**src/rtl/mem_arbiter_pkg.sv**
```systemverilog
// -----------------------------------------------------------------------------
// mem_arbiter_pkg
// Shared encodings for the byte-wide RAM arbiter of the RV32I pipeline:
//   arb_state_t : arbiter FSM states (ARB_IDLE/READ/WRITE/DONE)
//   owner_t     : which requester holds the RAM port (OWN_IF/OWN_MEM)
//   MEM_SIZE_*  : mem_size codes driven by the MEM stage
//   size_to_bytes() : size code -> byte count (code 3 behaves as a word)
// -----------------------------------------------------------------------------
package mem_arbiter_pkg;

   typedef enum logic [1:0] {
      ARB_IDLE  = 2'd0,
      ARB_READ  = 2'd1,
      ARB_WRITE = 2'd2,
      ARB_DONE  = 2'd3
   } arb_state_t;

   typedef enum logic {
      OWN_IF  = 1'b0,
      OWN_MEM = 1'b1
   } owner_t;

   localparam logic [1:0] MEM_SIZE_B = 2'd0;
   localparam logic [1:0] MEM_SIZE_H = 2'd1;
   localparam logic [1:0] MEM_SIZE_W = 2'd2;

   function automatic logic [2:0] size_to_bytes(input logic [1:0] size);
      case (size)
         MEM_SIZE_B: return 3'd1;
         MEM_SIZE_H: return 3'd2;
         default:    return 3'd4;
      endcase
   endfunction

endpackage

```
**src/rtl/mem_arbiter.sv**
```systemverilog
// -----------------------------------------------------------------------------
// mem_arbiter
// Shares one byte-wide RAM port between instruction fetch (IF) and the MEM
// stage. Accesses of 1/2/4 bytes are serialised into byte cycles; read bytes
// are assembled little-endian, store data is emitted low byte first.
//
// Handshake: a requester raises req with stable address/data and holds it
// until its rdy pulses for exactly one cycle (the DONE state); it drops req
// in that cycle. IF may instead withdraw via i_if_flush, which also aborts an
// IF-owned read in flight without any rdy pulse. MEM wins simultaneous
// requests. Requests are only sampled in IDLE.
//
// Ports:
//   i_clk, rst          clock / synchronous active-high reset
//   i_if_*              fetch request (always 4 bytes), flush
//   o_if_rdy, o_if_data fetch completion pulse and word
//   i_mem_*             data request: we, size, addr, wdata
//   o_mem_rdy, o_mem_rdata  data completion pulse and zero-extended load data
//   o_ram_*, i_ram_din  byte RAM port (read data one cycle after address)
//   o_state             current FSM state (debug)
// -----------------------------------------------------------------------------
module mem_arbiter
   import mem_arbiter_pkg::*;
#(
   parameter int AW = 17
) (
   input  logic          i_clk,
   input  logic          rst,
   input  logic          i_if_req,
   input  logic [31:0]   i_if_addr,
   input  logic          i_if_flush,
   output logic          o_if_rdy,
   output logic [31:0]   o_if_data,
   input  logic          i_mem_req,
   input  logic          i_mem_we,
   input  logic [1:0]    i_mem_size,
   input  logic [31:0]   i_mem_addr,
   input  logic [31:0]   i_mem_wdata,
   output logic          o_mem_rdy,
   output logic [31:0]   o_mem_rdata,
   output logic [AW-1:0] o_ram_addr,
   output logic          o_ram_wr,
   output logic [7:0]    o_ram_dout,
   input  logic [7:0]    i_ram_din,
   output arb_state_t    o_state
);

   arb_state_t    r_state,    w_state_nxt;
   owner_t        r_owner,    w_owner_nxt;
   logic [AW-1:0] r_base,     w_base_nxt;
   logic [2:0]    r_nbytes,   w_nbytes_nxt;
   logic [2:0]    r_cnt,      w_cnt_nxt;
   logic [31:0]   r_wdata,    w_wdata_nxt;
   logic [31:0]   r_asm,      w_asm_nxt;
   logic          r_if_rdy,   w_if_rdy_nxt;
   logic          r_mem_rdy,  w_mem_rdy_nxt;
   logic [31:0]   r_if_data,  w_if_data_nxt;
   logic [31:0]   r_mem_rdata, w_mem_rdata_nxt;
   logic [AW-1:0] r_ram_addr, w_ram_addr_nxt;
   logic          r_ram_wr,   w_ram_wr_nxt;
   logic [7:0]    r_ram_dout, w_ram_dout_nxt;

   logic [2:0]    w_cnt_p1;
   logic [2:0]    w_cnt_m1;
   logic [31:0]   w_asm_ins;
   logic          w_unused;

   // Upper address bits beyond the RAM are intentionally dropped.
   assign w_unused = ^{i_if_addr[31:AW], i_mem_addr[31:AW]};

   assign w_cnt_p1 = r_cnt + 3'd1;
   assign w_cnt_m1 = r_cnt - 3'd1;

   // In READ, the byte on i_ram_din during count c belongs to lane c-1
   // (RAM latency is one cycle); count 0 has nothing to capture yet.
   always_comb begin
      w_asm_ins = r_asm;
      if (r_cnt != 3'd0) begin
         w_asm_ins[{w_cnt_m1[1:0], 3'b000} +: 8] = i_ram_din;
      end
   end

   always_ff @(posedge i_clk) begin
      if (rst) begin
         r_state     <= ARB_IDLE;
         r_owner     <= OWN_IF;
         r_base      <= '0;
         r_nbytes    <= '0;
         r_cnt       <= '0;
         r_wdata     <= '0;
         r_asm       <= '0;
         r_if_rdy    <= 1'b0;
         r_mem_rdy   <= 1'b0;
         r_if_data   <= '0;
         r_mem_rdata <= '0;
         r_ram_addr  <= '0;
         r_ram_wr    <= 1'b0;
         r_ram_dout  <= '0;
      end else begin
         r_state     <= w_state_nxt;
         r_owner     <= w_owner_nxt;
         r_base      <= w_base_nxt;
         r_nbytes    <= w_nbytes_nxt;
         r_cnt       <= w_cnt_nxt;
         r_wdata     <= w_wdata_nxt;
         r_asm       <= w_asm_nxt;
         r_if_rdy    <= w_if_rdy_nxt;
         r_mem_rdy   <= w_mem_rdy_nxt;
         r_if_data   <= w_if_data_nxt;
         r_mem_rdata <= w_mem_rdata_nxt;
         r_ram_addr  <= w_ram_addr_nxt;
         r_ram_wr    <= w_ram_wr_nxt;
         r_ram_dout  <= w_ram_dout_nxt;
      end
   end

   // Next-state logic computes the next value of every register so that all
   // outputs leave flops; no req input reaches a RAM output combinationally.
   always_comb begin
      w_state_nxt     = r_state;
      w_owner_nxt     = r_owner;
      w_base_nxt      = r_base;
      w_nbytes_nxt    = r_nbytes;
      w_cnt_nxt       = r_cnt;
      w_wdata_nxt     = r_wdata;
      w_asm_nxt       = r_asm;
      w_if_rdy_nxt    = 1'b0;
      w_mem_rdy_nxt   = 1'b0;
      w_if_data_nxt   = r_if_data;
      w_mem_rdata_nxt = r_mem_rdata;
      w_ram_addr_nxt  = r_ram_addr;
      w_ram_wr_nxt    = 1'b0;
      w_ram_dout_nxt  = r_ram_dout;

      case (r_state)
         ARB_IDLE: begin
            w_cnt_nxt = 3'd0;
            if (i_mem_req) begin
               w_owner_nxt    = OWN_MEM;
               w_base_nxt     = i_mem_addr[AW-1:0];
               w_nbytes_nxt   = size_to_bytes(i_mem_size);
               w_asm_nxt      = '0;
               w_ram_addr_nxt = i_mem_addr[AW-1:0];
               if (i_mem_we) begin
                  // Byte 0 goes out on the grant edge; the shift register
                  // then presents the following byte in its low lane.
                  w_state_nxt    = ARB_WRITE;
                  w_ram_wr_nxt   = 1'b1;
                  w_ram_dout_nxt = i_mem_wdata[7:0];
                  w_wdata_nxt    = i_mem_wdata >> 8;
               end else begin
                  w_state_nxt = ARB_READ;
               end
            end else if (i_if_req && !i_if_flush) begin
               w_owner_nxt    = OWN_IF;
               w_base_nxt     = i_if_addr[AW-1:0];
               w_nbytes_nxt   = 3'd4;
               w_asm_nxt      = '0;
               w_ram_addr_nxt = i_if_addr[AW-1:0];
               w_state_nxt    = ARB_READ;
            end
         end

         ARB_READ: begin
            if (r_owner == OWN_IF && i_if_flush) begin
               w_state_nxt = ARB_IDLE;
            end else begin
               w_cnt_nxt = w_cnt_p1;
               w_asm_nxt = w_asm_ins;
               if (w_cnt_p1 < r_nbytes) begin
                  w_ram_addr_nxt = r_base + AW'(w_cnt_p1);
               end
               if (r_cnt == r_nbytes) begin
                  w_state_nxt = ARB_DONE;
                  w_cnt_nxt   = 3'd0;
                  if (r_owner == OWN_IF) begin
                     w_if_rdy_nxt  = 1'b1;
                     w_if_data_nxt = w_asm_ins;
                  end else begin
                     w_mem_rdy_nxt   = 1'b1;
                     w_mem_rdata_nxt = w_asm_ins;
                  end
               end
            end
         end

         ARB_WRITE: begin
            if (w_cnt_p1 < r_nbytes) begin
               w_cnt_nxt      = w_cnt_p1;
               w_ram_wr_nxt   = 1'b1;
               w_ram_addr_nxt = r_base + AW'(w_cnt_p1);
               w_ram_dout_nxt = r_wdata[7:0];
               w_wdata_nxt    = r_wdata >> 8;
            end else begin
               w_state_nxt   = ARB_DONE;
               w_cnt_nxt     = 3'd0;
               w_mem_rdy_nxt = 1'b1;
            end
         end

         default: begin
            w_state_nxt = ARB_IDLE;
         end
      endcase
   end

   assign o_if_rdy    = r_if_rdy;
   assign o_if_data   = r_if_data;
   assign o_mem_rdy   = r_mem_rdy;
   assign o_mem_rdata = r_mem_rdata;
   assign o_ram_addr  = r_ram_addr;
   assign o_ram_wr    = r_ram_wr;
   assign o_ram_dout  = r_ram_dout;
   assign o_state     = r_state;

endmodule

```
**config.mk**
```make
export PLATFORM = sky130hd
export DESIGN_NAME = mem_arbiter
export DESIGN_NICKNAME = d
export VERILOG_FILES = /design/src/rtl/mem_arbiter_pkg.sv /design/src/rtl/mem_arbiter.sv
export SDC_FILE = /design/constraint.sdc
export NUM_CORES = 1
export LEC_CHECK = 0
export BUFFER_PORTS_ARGS = -buffer_cell sky130_fd_sc_hd__buf_2
export CAP_MARGIN = 30
export CELL_PAD_IN_SITES_DETAIL_PLACEMENT = 0
export CELL_PAD_IN_SITES_GLOBAL_PLACEMENT = 1
export CORE_ASPECT_RATIO = 0.8
export CORE_UTILIZATION = 40
export CTS_CLUSTER_SIZE = 25
export DETAILED_ROUTE_END_ITERATION = 6
export PLACE_DENSITY = 0.83
export SLEW_MARGIN = 20
export SYNTH_ARGS = -nofsm -noshare
export SYNTH_HDL_FRONTEND = slang
export SYNTH_SLANG_ARGS = --single-unit
```
**constraint.sdc**
```tcl
create_clock -name i_clk -period 3.55 [get_ports i_clk]
set_input_delay 0.1775 -clock i_clk [delete_from_list [all_inputs] [get_ports i_clk]]
set_output_delay 0.1775 -clock i_clk [all_outputs]
set_load 0.01 [all_outputs]
```
==> PnR_summary.wiki, run 1 <==
{| class="wikitable"
! Metric !! Value
|-
| Outcome || completed
|-
| Total die area || 0.02055 mm²
|-
| Library cell appearing most often on the critical path || sky130_fd_sc_hd__ha_1
|-
| Share of total power consumed by net switching || 38.43%
|-
| Min setup slack post-route || between 0.4 and 0.5 ns
|-
| Number of synthesized register bits || ~170
|-
| Total of buffers placed on input and output ports || 175
|-
| Drt initial violations || between 500 and 600
|-
| I/O pin cnt || between 200 and 250
|-
| Max_slew headroom || 41.27%
|-
| Met3 wire length || roughly 1100 µm
|-
| Detailed placement HPWL || ~14000 µm
|-
| Last weighted congestion value of the routability-driven placer || just over 0.8
|-
| Worst slew pin tran || between 0.8 and 0.9 ns
|-
| Largest fanout on the critical path || 24
|-
| Path class of the lowest-slack min-delay path || input pin to flip-flop
|-
| Maximum Capacitance Violations || 0
|-
| Netlist area before placement || around 0.0080 mm²
|-
| WL/cell || around 16 µm
|-
| Internal power || about 4.6 mW
|-
| Worst setup skew after layout || 0.01147 ns
|-
| Total power divided by cell area || ~780 mW/mm²
|-
| Row Count || 45
|-
| Remaining Overflow, GRT || 0
|-
| Static power due to leakage || roughly 3.8 nW
|-
| Relative contribution of combinational cells to total power || between 30% and 40%
|-
| Number of max-slew violations in the final report || 0
|-
| Startpoint type of the worst setup path || flip-flop
|-
| Chain of cells forming the critical path || inv_1 > ha_1 > ha_1 > nor2b_1 > o21ai_0 > a21oi_1 > nor2_1 > buf_4 > a211oi_1
|-
| Clock tree buffer depth || 2
|-
| Pre-CTS WS || roughly 0.54 ns
|-
| Synth Instances || just under 900
|-
| Post-CTS Resized || 0
|-
| First-pass GRT wire length || around 34000 µm
|-
| Total power after layout || between 7 and 8 mW
|-
| Net count after synthesis || between 1000 and 1500
|-
| Time the worst path needs with I/O delays and setup || approximately 3.1 ns
|-
| Endpoint kind of the worst setup timing path || flip-flop
|-
| Post-route DRC violation count || 0
|-
| Die boundary height || between 100 and 150 µm
|-
| Initial standard-cell utilization of the core || 41.50%
|-
| Detailed-route via count || 7093
|-
| Layout cells sized above 1 || approximately a quarter
|-
| GR Util All Layers || approximately a fifth
|-
| Final layout net count || between 1000 and 1500
|-
| Met2 Routed Length || 9237 µm
|-
| Detailed-routing iteration count for the pre-antenna-repair pass || 5
|-
| Highest metal layer used by the detailed router || met4
|-
| Per-instance average area after synthesis || roughly 9 µm²
|-
| Number of buffers created by CTS || 17
|-
| Antenna violations before repair || 0
|-
| Post-synthesis async set-or-reset flop share || 0%
|-
| Total Wirelength || around 21000 µm
|-
| Clock transition at path regs || about 0.07 ns
|-
| Final total negative setup slack || 0 ns
|-
| Number of distinct library cell variants in the gate-level netlist after synthesis || between 50 and 60
|-
| Number of placed instances, taps included || roughly 1300
|-
| Yosys warning count || 0
|-
| CTS root buffer || sky130_fd_sc_hd__clkbuf_16
|-
| Core area || 0.01926 mm²
|-
| Worst vdd rail ir drop || 0.0004256 V
|-
| Final std cells w/o fill || approximately 1300
|-
| Most used DFF post-synth || sky130_fd_sc_hd__dfxtp_1
|-
| Category of the most critical setup path || flip-flop to flip-flop
|-
| Seq pwr share || a little over a third
|-
| Filler Cells Inserted || around 1900
|-
| Number of clock sinks || between 150 and 200
|-
| Slowest stage delay, CP || approximately 0.75 ns
|-
| Post-DR vias/cell || roughly 5.5
|-
| Required @ worst endpoint || just under 4 ns
|-
| Cell class contributing the biggest share of worst-path delay || compound AO/OA/AOI/OAI gates
|-
| Post-synth EDFFs || 0
|-
| CTS tree || done
|-
| Horizontal die dimension || around 160 µm
|-
| Routed Antenna Nets || 0
|-
| Total inserted antenna cells || 0
|-
| Vias in the first global route || about 6500
|-
| Share of power burned in the clock network || 26.1%
|-
| Wl on met1 || 10890 µm
|-
| Placed instance area || 0.009011 mm²
|-
| Hold Slack || 0.02276 ns
|-
| Final hold violation count || 0
|-
| CTS H-tree depth || 4
|-
| Post-route cell area || between 0.009 and 0.01 mm²
|-
| Setup repair after global routing missed its margin || false
|-
| Data arrival time at the worst-slack endpoint || around 3.4 ns
|-
| Register area share after synthesis || 43.59%
|-
| Slowest stage cell, crit path || sky130_fd_sc_hd__a21oi_1
|-
| Worst skew pair latency || 0.43 ns
|-
| Utilization after layout || between 50 and 60%
|-
| Share of the clock period used by the worst path after layout || roughly 86%
|-
| Largest net degree at the start of global routing || 67
|-
| Layout overhead on the synthesized area || 20.78%
|-
| Highest clock frequency the design can meet || between 300 and 400 MHz
|-
| Number of endpoints failing setup at the final stage || 0
|-
| Buffer and inverter count on the worst path || 2
|-
| Net switching power || 2.892 mW
|}
## power by group through the flow
stage | clock [mW] | sequential [mW] | combinational (mW)
after floorplan | 0 | 2.79 | 1.89
after global placement | 0 | 2.73 | 2.81
after detailed placement | 0 | 2.74 | 2.85
after CTS | 2.00 | 2.70 | 2.86
after global routing | 2.09 | 2.76 | 3.16
final | 1.96 | 2.70 | 2.86
## routing by layer
layer | track usage, % | vias to the layer above
met5 | 0 | -
met4 | 5.266 | 0
met3 | 3.804 | 13
met2 | 30.90 | 194
met1 | 30.97 | 3345
li1 | - | 3541
## placed cells by master (no fill, tap or decap), types with 3 or more instances in the layout
master | synthesis | routed
sky130_fd_sc_hd__xor2_1 | 7 | 7
sky130_fd_sc_hd__inv_1 | 14 | 14
sky130_fd_sc_hd__clkbuf_16 | 0 | 17
sky130_fd_sc_hd__nand3_1 | 26 | 26
sky130_fd_sc_hd__a21oi_1 | 73 | 73
sky130_fd_sc_hd__inv_6 | 0 | 4
sky130_fd_sc_hd__o2111ai_1 | 6 | 6
sky130_fd_sc_hd__buf_2 | 16 | 174
sky130_fd_sc_hd__a211oi_1 | 86 | 86
sky130_fd_sc_hd__and3_1 | 5 | 5
sky130_fd_sc_hd__a22oi_1 | 49 | 49
sky130_fd_sc_hd__buf_4 | 6 | 17
sky130_fd_sc_hd__ha_1 | 18 | 17
sky130_fd_sc_hd__mux2i_1 | 45 | 45
sky130_fd_sc_hd__nor2b_1 | 5 | 5
sky130_fd_sc_hd__dfxtp_1 | 174 | 174
sky130_fd_sc_hd__o21ai_0 | 26 | 26
sky130_fd_sc_hd__nand2_1 | 49 | 49
sky130_fd_sc_hd__bufinv_16 | 0 | 3
sky130_fd_sc_hd__nand2b_1 | 21 | 21
sky130_fd_sc_hd__a211oi_2 | 20 | 20
sky130_fd_sc_hd__a22o_1 | 16 | 16
sky130_fd_sc_hd__xnor2_1 | 6 | 6
sky130_fd_sc_hd__nor2_1 | 116 | 115
sky130_fd_sc_hd__or4_1 | 3 | 3
sky130_fd_sc_hd__o22ai_1 | 3 | 3
sky130_fd_sc_hd__a32o_1 | 3 | 3
sky130_fd_sc_hd__and2_1 | 5 | 5
sky130_fd_sc_hd__nor3_1 | 3 | 3
sky130_fd_sc_hd__o21a_1 | 4 | 4
## repair_timing
| action | 4_1_cts | 5_1_grt |
|---|---|---|
| hold buffers | 2 | 0 |
| endpoints found under the hold margin | 2 | 0 |
| buffers inserted | 0 | 0 |
## logic make-up (layout without fill, tap and decap cells)
logic type / after synthesis / count (layout) / synth area share, %
AO/OA/AOI/OAI: 300 / 300 / 26.95
AND/OR/NAND/NOR: 246 / 246 / 14.25
flip-flops: 174 / 174 / 43.59
buffers and inverters: 87 / 241 / 4.807
multiplexers: 47 / 47 / 5.918
adder cells (fa/ha/maj): 19 / 19 / 3.069
XOR/XNOR: 13 / 13 / 1.425
## sequential cells by signal, summed over array words and instances, names as in the netlist, 8 cells and up
name	count
o_ram_dout	8
r_wdata	24
o_ram_addr	17
r_asm	32
o_if_data	32
r_base	17
o_mem_rdata	32
## worst min-delay path, stage by stage
cell and delay [ns]:
sky130_fd_sc_hd__buf_2 0.10, sky130_fd_sc_hd__nand3_1 0.07, sky130_fd_sc_hd__a21oi_1 0.06
## worst paths after layout
check / from / to / slack (ns) / cells after the start
worst max-delay path: r_cnt[1] / r_wdata[8] / 0.49 / 9
worst min-delay path: i_mem_wdata[26] / r_wdata[18] / 0.02 / 3
worst max register to register: r_cnt[1] / r_wdata[8] / 0.49 / 9
worst min register to register: r_asm[31] / r_asm[31] / 0.45 / 2
## final cells by class
class / count / area (µm²) / share of cell area [%]
repair buffers: 194 / 1030 / 10.67
clock buffers: 21 / 460.4 / 4.771
flip-flops and latches: 174 / 3483 / 36.09
clock inverters: 11 / 152.6 / 1.582
well taps: 258 / 322.8 / 3.345
inverters: 15 / 56.30 / 0.5834
multi-input cells: 625 / 4146 / 42.96
## Yosys cell counts (all sizes together), types with 2 or more instances
master	instances	share of area (%)
a2111oi	2	0.30
a211oi	106	11
a21oi	73	4.6
a22o	16	1.8
a22oi	49	4.6
a32o	3	0.38
and2	5	0.39
and3	5	0.39
and4	2	0.22
buf	25	1.9
clkbuf	47	2.2
dfxtp	174	44
ha	18	2.8
inv	14	0.66
mux2	2	0.28
mux2i	45	5.6
nand2	49	2.3
nand2b	21	1.6
nand3	26	1.6
nand3b	2	0.19
nand4	2	0.16
nor2	116	5.4
nor2b	5	0.39
nor3	3	0.19
o2111ai	6	0.66
o211ai	2	0.19
o21a	4	0.38
o21ai	28	1.8
o221ai	2	0.22
o22ai	3	0.23
o32ai	2	0.22
or3	3	0.30
or4	3	0.28
xnor2	6	0.66
xor2	7	0.77
Power figures use the tool's default switching activity.
==> run 2: changes to the inputs <==
- CORE_UTILIZATION: 40 -> 43
- PLACE_DENSITY: 0.83 -> 0.88
- SKIP_CTS_REPAIR_TIMING: not set -> 1
- SLEW_MARGIN: 20 -> 10
- clock period: 3.55 -> 3.7 ns (I/O delays scaled with it)
==> PnR_summary.wiki, run 2 (synthesized netlist as in run 1, its figures left out) <==
{| class="wikitable"
! Metric !! Value
|-
| First-pass GRT wire length || 33260 µm (was 34460 µm)
|-
| Total of buffers placed on input and output ports || 175 (unchanged)
|-
| Clock tree buffer depth || 2 (unchanged)
|-
| CTS root buffer || sky130_fd_sc_hd__clkbuf_16 (unchanged)
|-
| Number of endpoints failing setup at the final stage || 0 (unchanged)
|-
| Die boundary height || 123.9 µm (was 128.4 µm)
|-
| Seq pwr share || 36.1% (was 35.9%)
|-
| Final total negative setup slack || 0 ns (unchanged)
|-
| Worst flop-to-flop path endpoint || r_wdata[13] (was r_wdata[8])
|-
| Vias in the first global route || 6362 (was 6460)
|-
| Number of clock sinks || 174 (unchanged)
|-
| Clock transition at path regs || 0.06 ns (was 0.07 ns)
|-
| Static power due to leakage || 3.772 nW (was 3.790 nW)
|-
| Placed instance area || 0.008991 mm² (was 0.009011 mm²)
|-
| Number of max-slew violations in the final report || 0 (unchanged)
|-
| Max_slew headroom || 43.81% (was 41.27%)
|-
| Hold worst-path end || r_nbytes[1] (was r_wdata[18])
|-
| I/O pin cnt || 206 (unchanged)
|-
| Share of total power consumed by net switching || 38.17% (was 38.43%)
|-
| Horizontal die dimension || 154.4 µm (was 160.0 µm)
|-
| Highest clock frequency the design can meet || 328.1 MHz (was 326.3 MHz)
|-
| Total die area || 0.01914 mm² (was 0.02055 mm²)
|-
| Outcome || completed (unchanged)
|-
| Layout overhead on the synthesized area || 19.98% (was 20.78%)
|-
| Detailed placement HPWL || 14050 µm (was 14490 µm)
|-
| Startpoint type of the worst setup path || flip-flop (unchanged)
|-
| Launch point of the worst hold path || i_mem_size[0] (was i_mem_wdata[26])
|-
| GR Util All Layers || 22.03% (was 20.86%)
|-
| Post-route cell area || 0.009588 mm² (was 0.009652 mm²)
|-
| Antenna violations before repair || 0 (unchanged)
|-
| Internal power || 4.431 mW (was 4.634 mW)
|-
| Total power divided by cell area || 747.5 mW/mm² (was 779.7 mW/mm²)
|-
| Time the worst path needs with I/O delays and setup || 3.048 ns (was 3.065 ns)
|-
| Path class of the lowest-slack min-delay path || input pin to flip-flop (unchanged)
|-
| Share of the clock period used by the worst path after layout || 82.37% (was 86.32%)
|-
| Maximum Capacitance Violations || 0 (unchanged)
|-
| Initial standard-cell utilization of the core || 43.99% (was 41.50%)
|-
| Drt initial violations || 430 (was 545)
|-
| Reg2reg start || r_cnt[1] (unchanged)
|-
| Core area || 0.01817 mm² (was 0.01926 mm²)
|-
| Total Wirelength || 21140 µm (was 21410 µm)
|-
| CTS H-tree depth || 4 (unchanged)
|-
| Layout cells sized above 1 || 24.18% (was 24.23%)
|-
| Pre-CTS WS || 0.7570 ns (was 0.5402 ns)
|-
| Number of buffers created by CTS || 17 (unchanged)
|-
| Largest net degree at the start of global routing || 96 (was 67)
|-
| Relative contribution of combinational cells to total power || 38.2% (was 38.0%)
|-
| Last weighted congestion value of the routability-driven placer || 0.8083 (was 0.8261)
|-
| Share of power burned in the clock network || 25.7% (was 26.1%)
|-
| Setup repair after global routing missed its margin || false (unchanged)
|-
| Largest fanout on the critical path || 24 (unchanged)
|-
| Final layout net count || 1157 (was 1158)
|-
| Total inserted antenna cells || 0 (unchanged)
|-
| Reg2reg path depth || 9 (unchanged)
|-
| Post-DR vias/cell || 5.582 (was 5.465)
|-
| Required @ worst endpoint || 4.02 ns (was 3.88 ns)
|-
| Detailed-routing iteration count for the pre-antenna-repair pass || 4 (was 5)
|-
| Detailed-route via count || 7078 (was 7093)
|-
| CTS tree || done (unchanged)
|-
| Post-route DRC violation count || 0 (unchanged)
|-
| Endpoint kind of the worst setup timing path || flip-flop (unchanged)
|-
| Setup slack of the most critical reg-to-reg path || 0.65 ns (was 0.49 ns)
|-
| M2 GR Usage || 32.98% (was 30.90%)
|-
| Row Count || 44 (was 45)
|-
| Net switching power || 2.736 mW (was 2.892 mW)
|-
| Number of cells on the worst hold path || 3 (unchanged)
|-
| Worst setup skew after layout || 0.01006 ns (was 0.01147 ns)
|-
| Worst slew pin tran || 0.8398 ns (was 0.8809 ns)
|-
| Fraction of met3 tracks used by global routing || 4.419% (was 3.804%)
|-
| Met1 Resource Use GR || 32.46% (was 30.97%)
|-
| Total power after layout || 7.167 mW (was 7.526 mW)
|-
| Commonest cells after routing, fill and taps aside || 174 x sky130_fd_sc_hd__buf_2, 174 x sky130_fd_sc_hd__dfxtp_1, 115 x sky130_fd_sc_hd__nor2_1 (unchanged)
|-
| Remaining Overflow, GRT || 0 (unchanged)
|-
| Data arrival time at the worst-slack endpoint || 3.37 ns (was 3.40 ns)
|-
| Routed Antenna Nets || 0 (unchanged)
|-
| WL/cell || 16.67 µm (was 16.50 µm)
|-
| Worst skew pair latency || 0.43 ns (about the same)
|-
| Final hold violation count || 0 (unchanged)
|-
| Global routing's busiest layer || met2 (was met1)
|-
| Min setup slack post-route || 0.6523 ns (was 0.4855 ns)
|-
| Worst vdd rail ir drop || 0.0004123 V (was 0.0004256 V)
|-
| Utilization after layout || 52.78% (was 50.12%)
|-
| Category of the most critical setup path || flip-flop to flip-flop (unchanged)
|}
[run 2: changes by cell type in the layout (fill, tap and decap cells not counted), sizes merged]
| cell | change |
|---|---|
| dlygate4sd3 | -2 |
| clkbuf | +1 |
| clkinvlp | +2 |
| clkinv | -2 |
| inv | -2 |
| buf | +1 |
[run 2: worst max path at each step]
stage,start,to,slack [ns],cells after the start
2_1_floorplan,r_cnt[0],o_ram_addr[4],1.05,9
3_3_place_gp,r_cnt[1],r_wdata[0],0.85,9
3_5_place_dp,r_cnt[1],r_wdata[6],0.76,9
4_1_cts,r_cnt[1],r_wdata[13],0.67,9
5_1_grt,r_cnt[1],r_wdata[13],0.41,9
6_report,r_cnt[1],r_wdata[13],0.65,9
[run 2: worst max-delay path: stages, from the launching register on]
cell and delay (ns):
sky130_fd_sc_hd__dfxtp_1 0.43, sky130_fd_sc_hd__inv_1 0.11, sky130_fd_sc_hd__ha_1 0.42, sky130_fd_sc_hd__ha_1 0.32
sky130_fd_sc_hd__nor2b_1 0.16, sky130_fd_sc_hd__o21ai_0 0.15, sky130_fd_sc_hd__a21oi_1 0.70, sky130_fd_sc_hd__nor2_1 0.11
sky130_fd_sc_hd__buf_4 0.25, sky130_fd_sc_hd__a211oi_1 0.27
[run 2: area by class of cell]
cell class                 count  area [µm²]
clock buffer                  22       464.2
multi-input combinational    625        4146
tap                          230       287.8
sequential                   174        3483
timing repair buffer         193        1017
clock inverter                 9       132.6
fill                        1710        8579
inverter                      15       56.30
[run 2: power by group through the flow]
stage,clock network (mW),logic (mW),registers (mW)
finish,1.84,2.74,2.59
floorplan,0,1.82,2.68
global placement,0,2.67,2.62
detailed placement,0,2.72,2.62
CTS,1.87,2.74,2.59
global route,1.95,3.04,2.64
[run 2: metrics by stage]
stage	cells	hold slack [ns]
detailed placement	1237	0.4478
global placement	1237	0.4382
floorplan	886	0.3369
finish	1268	0.02986
global route	1268	0.03023
CTS	1268	0.01162
[run 2: layer usage]
metal  part of all wire, %  wire length, µm  vias up
met5                     0                0        -
met2                    44             9225      170
met1                    51            10750     3363
met3                   4.7             1003       10
li1                      -                -     3535
met4                  0.74              157        0
